==> src/rtl/mux_sel_arbiter_pkg.sv <==
// Shared definitions for the 2:1 mux select arbiter: FSM state encodings
// and the state enum used by the top level and the bench.
package mux_sel_arbiter_pkg;

    localparam logic [1:0] ST_IDLE = 2'd0;
    localparam logic [1:0] ST_OWN0 = 2'd1;
    localparam logic [1:0] ST_OWN1 = 2'd2;

    typedef enum logic [1:0] {
        S_IDLE = ST_IDLE,
        S_OWN0 = ST_OWN0,
        S_OWN1 = ST_OWN1
    } state_t;

endpackage

==> src/rtl/mux_sel_arbiter_hold_timer.sv <==
// Ownership hold counter: counts granted cycles and flags the last allowed
// cycle so the arbiter can force a release.
module hold_timer #(
    parameter int MAX_HOLD = 8,
    parameter int CNT_W    = 3
) (
    input  logic             clk,
    input  logic             rst,
    input  logic             clear,
    input  logic             enable,
    output logic [CNT_W-1:0] cnt,
    output logic             expire
);

    localparam logic [CNT_W-1:0] LAST_CNT = CNT_W'(MAX_HOLD - 1);

    logic [CNT_W-1:0] cnt_reg;

    always_ff @(posedge clk or posedge rst) begin
        if (rst) begin
            cnt_reg <= '0;
        end else if (clear) begin
            cnt_reg <= '0;
        end else if (enable) begin
            cnt_reg <= cnt_reg + CNT_W'(1);
        end
    end

    assign cnt    = cnt_reg;
    assign expire = (cnt_reg == LAST_CNT);

endmodule

==> src/rtl/mux_sel_arbiter.sv <==
// Round-robin arbiter driving the select of a 2:1 data mux. Grants are
// break-before-make: every release passes through one idle cycle.
module mux_sel_arbiter
    import mux_sel_arbiter_pkg::*;
#(
    parameter int MAX_HOLD = 8,
    parameter int CNT_W    = 3
) (
    input  logic clk,
    input  logic rst,
    input  logic req0,
    input  logic req1,
    input  logic done,
    output logic gnt0,
    output logic gnt1,
    output logic sel,
    output logic busy,
    output logic timeout
);

    state_t           state_reg;
    logic             last_reg;
    logic             gnt0_reg;
    logic             gnt1_reg;
    logic             sel_reg;
    logic             busy_reg;
    logic             timeout_reg;

    logic             own_req;
    logic             release_own;
    logic             timer_clear;
    logic             timer_enable;
    logic             expire;
    logic [CNT_W-1:0] cnt;

    hold_timer #(
        .MAX_HOLD (MAX_HOLD),
        .CNT_W    (CNT_W)
    ) u_hold_timer (
        .clk    (clk),
        .rst    (rst),
        .clear  (timer_clear),
        .enable (timer_enable),
        .cnt    (cnt),
        .expire (expire)
    );

    always_comb begin
        own_req      = (state_reg == S_OWN1) ? req1 : req0;
        release_own  = (state_reg != S_IDLE) && (done || !own_req || expire);
        timer_clear  = (state_reg == S_IDLE) || release_own;
        timer_enable = (state_reg != S_IDLE);
    end

    always_ff @(posedge clk or posedge rst) begin
        if (rst) begin
            state_reg   <= S_IDLE;
            last_reg    <= 1'b1;
            gnt0_reg    <= 1'b0;
            gnt1_reg    <= 1'b0;
            sel_reg     <= 1'b0;
            busy_reg    <= 1'b0;
            timeout_reg <= 1'b0;
        end else begin
            timeout_reg <= 1'b0;
            case (state_reg)
                S_IDLE: begin
                    // On a tie the requester that did not own last wins.
                    if (req0 && (!req1 || last_reg)) begin
                        state_reg <= S_OWN0;
                        gnt0_reg  <= 1'b1;
                        busy_reg  <= 1'b1;
                        sel_reg   <= 1'b0;
                        last_reg  <= 1'b0;
                    end else if (req1) begin
                        state_reg <= S_OWN1;
                        gnt1_reg  <= 1'b1;
                        busy_reg  <= 1'b1;
                        sel_reg   <= 1'b1;
                        last_reg  <= 1'b1;
                    end
                end
                default: begin
                    if (release_own) begin
                        state_reg   <= S_IDLE;
                        gnt0_reg    <= 1'b0;
                        gnt1_reg    <= 1'b0;
                        busy_reg    <= 1'b0;
                        // Only a pure hold-timer release flags a timeout.
                        timeout_reg <= expire && !done && own_req;
                    end
                end
            endcase
        end
    end

    assign gnt0    = gnt0_reg;
    assign gnt1    = gnt1_reg;
    assign sel     = sel_reg;
    assign busy    = busy_reg;
    assign timeout = timeout_reg;

endmodule
==> config.mk <==
export PLATFORM = sky130hd
export DESIGN_NAME = mux_sel_arbiter
export DESIGN_NICKNAME = d
export VERILOG_FILES = /design/src/rtl/mux_sel_arbiter_pkg.sv /design/src/rtl/mux_sel_arbiter_hold_timer.sv /design/src/rtl/mux_sel_arbiter.sv
export SDC_FILE = /design/constraint.sdc
export NUM_CORES = 1
export LEC_CHECK = 0
export CORE_AREA = 2 2 39 41
export DETAILED_ROUTE_END_ITERATION = 8
export DIE_AREA = 0 0 41 43
export PLACE_DENSITY_LB_ADDON = 0.08
export REMOVE_ABC_BUFFERS = 1
export SETUP_SLACK_MARGIN = 0.3
export SLEW_MARGIN = 10
export SYNTH_ARGS = -nofsm -noshare
export SYNTH_HDL_FRONTEND = slang
export SYNTH_SLANG_ARGS = --single-unit
==> constraint.sdc <==
create_clock -name clk -period 1.7 [get_ports clk]
set_clock_uncertainty 0.15 [all_clocks]
set_input_delay 0.17 -clock clk [delete_from_list [all_inputs] [get_ports clk]]
set_output_delay 0.17 -clock clk [all_outputs]
set_load 0.1 [all_outputs]
After elaboration in Yosys (flattened, before gate mapping)
Index checks and enable logic that the tools add are counted.

operators by class
  add/sub/neg operators = 1
  eq/ne operators = 6
  mux-type cells = 18
  reduce and logical (&&, ||, !) cells = 20

operators by type and width
  operator             count
  $mux 1               12
  $mux 2               4
  $reduce_bool 2->1    4
  $mux 3               2
  $reduce_and 2->1     3
  $logic_and 1x1->1    4
  $logic_or 1x1->1     4
  $ne 2x2->1 const B   2
  $add 3x1->3 const B  1
  $eq 3x3->1 const B   1
  $logic_not 1->1      3
  $ne 3x2->1 const B   1
  $reduce_and 3->1     1
  $eq 2x2->1 const B   1
  $logic_not 2->1      1
  $ne 2x1->1 const B   1

storage, ports and cells
  register bits = 11
  output and inout port bits = 5

Logic depth before layout (Yosys ltp)
  depth after elaboration = 8
  mapped depth = 5
  mapped depth without buffers = 5

By module
From an unflattened synthesis, not the netlist that was laid out.

unflattened totals
  cell total of the unflattened synthesis = 51
  area, all modules = 555.5 µm²

by module, submodules not included
  module           instances  cells each  area each (µm²)  sequential area each (µm²)
  mux_sel_arbiter  1          39          411.6            201.4
  hold_timer       1          12          143.9            75.1

Worst setup path after synthesis
No wires, ideal clock.

  kind = flip-flop to flip-flop
  from = register busy (netlist name)
  to = register busy_reg, in the netlist busy
  arrival time = 1.270 ns
  required time = 1.456 ns
  setup slack = 0.186 ns
  stages on the path, launching flop included = 3
  buffers on the path = 0
  cells stage by stage = dfrtp_1 a2bb2oi_1 a211oi_1

RTL lines
  item                  line                   text
  to (signal assigned)  mux_sel_arbiter.sv:62  busy_reg <= 1'b0;
  to (signal assigned)  mux_sel_arbiter.sv:72  busy_reg <= 1'b1;
  to (signal assigned)  mux_sel_arbiter.sv:78  busy_reg <= 1'b1;
  to (decl)             mux_sel_arbiter.sv:26  logic busy_reg;

Worst setup path after layout
  from = register u_hold_timer.cnt_reg[0], in the netlist u_hold_timer.cnt[0]
  to = register gnt0_reg, in the netlist gnt0

on the way
  word-level cells in the longest chain between the ends = 5

RTL lines
  item                         line                              text
  from (decl)                  mux_sel_arbiter_hold_timer.sv:17  logic [CNT_W-1:0] cnt_reg;
  from (signal assigned)       mux_sel_arbiter_hold_timer.sv:25  cnt_reg <= cnt_reg + CNT_W'(1);
  $eq 3x3->1                   mux_sel_arbiter_hold_timer.sv:30  assign expire = (cnt_reg == LAST_CNT);
  $logic_or 1x1->1             mux_sel_arbiter.sv:50             release_own = (state_reg != S_IDLE) && (done || !own_req || expire);
  $logic_and 1x1->1            mux_sel_arbiter.sv:50
  $reduce_bool 2->1 (no line)  -
  $reduce_and 2->1 (no line)   -
  to (signal assigned)         mux_sel_arbiter.sv:59             gnt0_reg <= 1'b0;
  to (signal assigned)         mux_sel_arbiter.sv:71             gnt0_reg <= 1'b1;
  to (signal assigned)         mux_sel_arbiter.sv:86             gnt0_reg <= 1'b0;
  to (decl)                    mux_sel_arbiter.sv:23             logic gnt0_reg;

No other way between the ends.
A chain may end at the register's enable or synchronous reset.

==> impl_metrics.ini <==
[final_layout]
fin_cells = 80
diodes = 0
largest_reg_flops = 3
drive_gt1_share_pct = 28.1
syn_to_final_growth_pct = 42.1
postLayoutCoreUtil_pct = 53.7
fin_nets = 72

[floorplanning]
die_w_um = 41
die_h_um = 43
rows = 14
die-area_mm2 = 0.00176
pin_count = 10
coreArea_mm2 = 0.00138
start_util_pct = 37.8

[timing]
slew_violations = 0
max_slew_margin_pct = 72.6
setup_viol = 0
hold_viol = 0
rsz0062_at_grt = yes
timing.final.crit_share_pct = 81.2
fin_crit_ps = 1380
worst_slew_pin_slew_ps = 411
finalSetupTns_ps = 0
fmax_mhz = 725
holdWs_ps = 33.4

[drt]
wirelength_um = 997
drc = 0
routed_via_density = 5.23
postRouteAntennaNets = 0
vias = 418
routedWlPerCell_um = 12.5
first_pass_iters = 4
drt_iter0_markers = 5

[power]
p_per_area_mw_per_mm2 = 1930
finalPower_w = 0.00143
vdd_ir_drop_max_mv = 0.646
p_leak_nw = 0.328

[outcome]
status = complete, no violations

[yosys]
synthSimpleGateAreaFrac_pct = 21.3
synthesis.instances = 51
synth_mux_area_share_pct = 0
yosys.area_share.adder_pct = 4.78
yosys_warnings = 0
syn-cell-area_um2 = 523
synth_seq_cells = 11
synth_cell_types = 24
synth-xor-area-share_pct = 0
synth_compound_area_share_pct = 17.5
avgSynthCellArea_um2 = 10.3
synth_top_family_by_area = simple AND/OR/NAND/NOR gates
seq_area_frac_synth_pct = 52.9

[global_route]
grt_max_degree = 12
overflow = 0
grt_use_total_pct = 15.6
grt_pass1_vias = 413
grt_pass1_wl_mm = 1.77
antenna_found_initial = 0

[worst_setup_path]
cp.required_ps = 1740
ff2ff_path_depth = 6
cp.arrival_ps = 1420
cp-start-kind = register
critPathMaxFanout = 4
worstSetupEndpointType = register
critPathKind = reg -> reg

[clocking]
cts_root_buf = clkbuf_4
cts-htree-levels = 1
clock_latency_ps = 270
path_clk_slew_ps = 70
cts.sink_count = 11
cts_buffers = 3
cts_hold_buf = 0
cts_tree = built
clockBufferDepth = 2

[placement]
place.gp.congestion = 0.729
numPlacedInstances = 76
hpwl_um = 740
io_buffers = 9

[min_path]
hp-class = in -> async

[run]
maxCapViolations = 0
-- where the power goes --
group          switching (W)  internal (W)
combinational       0.000495      0.000301
sequential          0.000107      0.000355
clock              0.0000849     0.0000908
total               0.000687      0.000746
-- routing by layer --
layer | GRT usage (%) | part of all wire, % | routed length [um]
met1 | 20.3 | 45 | 446
met2 | 20.6 | 50 | 494
met3 | 7.85 | 5.6 | 56
met4 | 8.00 | 0 | 0
met5 | 0 | 0 | 0
-- critical path, stage by stage, from the launching register on --
cell and delay, ps:
dfrtp_1 390, ha_2 200, ha_4 160, nor2_4 110, buf_6 120, nand2_1 40, o22ai_1 130
-- area by class of cell --
type | instances | area, um^2
Clock buffer | 4 | 26.3
Multi-Input combinational cell | 37 | 259
Tap cell | 16 | 20.0
Fill cell | 139 | 641
Sequential cell | 11 | 279
Inverter | 2 | 7.51
Timing Repair Buffer | 10 | 151
-- kinds of logic (layout without fill, tap and decap cells) --
| logic type | after synthesis | in the layout |
|---|---|---|
| AO/OA/AOI/OAI | 14 | 14 |
| buffers and inverters | 3 | 16 |
| adder cells (fa/ha/maj) | 2 | 2 |
| AND/OR/NAND/NOR | 21 | 21 |
| flip-flops | 11 | 11 |
-- cells in the final DEF, fill, tap and decap left out, types with 2 or more instances in the layout --
master and instances:
dfrtp_2 2, nor2_1 3, nand2_1 4, inv_1 2
nor2b_1 2, nand2b_1 3, clkbuf_4 3, clkdlybuf4s50_1 4
dfrtp_1 8, a21oi_1 4, buf_12 5, and2_1 3
-- cells in the mapped netlist --
master | count | share of area (%)
nor2b_1 | 2 | 2.4
a22oi_1 | 1 | 1.4
a21oi_1 | 4 | 3.8
a211oi_1 | 1 | 1.4
and3b_1 | 1 | 1.7
inv_1 | 2 | 1.4
buf_6 | 1 | 2.2
and2_1 | 3 | 3.6
o32ai_1 | 1 | 1.7
nand2b_1 | 3 | 3.6
o211ai_1 | 1 | 1.4
nor2_1 | 4 | 2.9
o22ai_1 | 2 | 2.4
a31oi_1 | 1 | 1.2
nor3b_1 | 1 | 1.4
a2bb2oi_1 | 1 | 1.7
dfstp_2 | 1 | 5.0
ha_1 | 2 | 4.8
dfrtp_1 | 10 | 48
o21ai_0 | 1 | 0.96
o21a_1 | 1 | 1.4
nand2_1 | 5 | 3.6
nand3_1 | 1 | 0.96
or2_2 | 1 | 1.2
-- timing repair --
action	CTS	global route
pin swaps	4	6
endpoints found under the setup margin	8	9
buffers inserted	0	0
gates resized for setup	7	3
-- per-stage QoR --
step / worst slack, ps / cell area (um^2)
2_1_floorplan: 186 / 512
3_3_place_gp: 103 / 679
3_5_place_dp: 117 / 679
4_1_cts: 285 / 734
5_1_grt: 258 / 743
6_report: 320 / 743
-- worst paths after layout --
kind / startpoint / endpoint / slack [ps]
worst max-delay path: u_hold_timer.cnt[0] / gnt0 / 320
worst min-delay path: rst / sel / 30
worst max register to register: u_hold_timer.cnt[0] / gnt0 / 320
worst min register to register: u_hold_timer.cnt[0] / u_hold_timer.cnt[0] / 300
max in group asynchronous: rst / last_reg / 1050
min in group clk: u_hold_timer.cnt[0] / u_hold_timer.cnt[0] / 300
No activity file was read; power rests on OpenSTA's default activity.
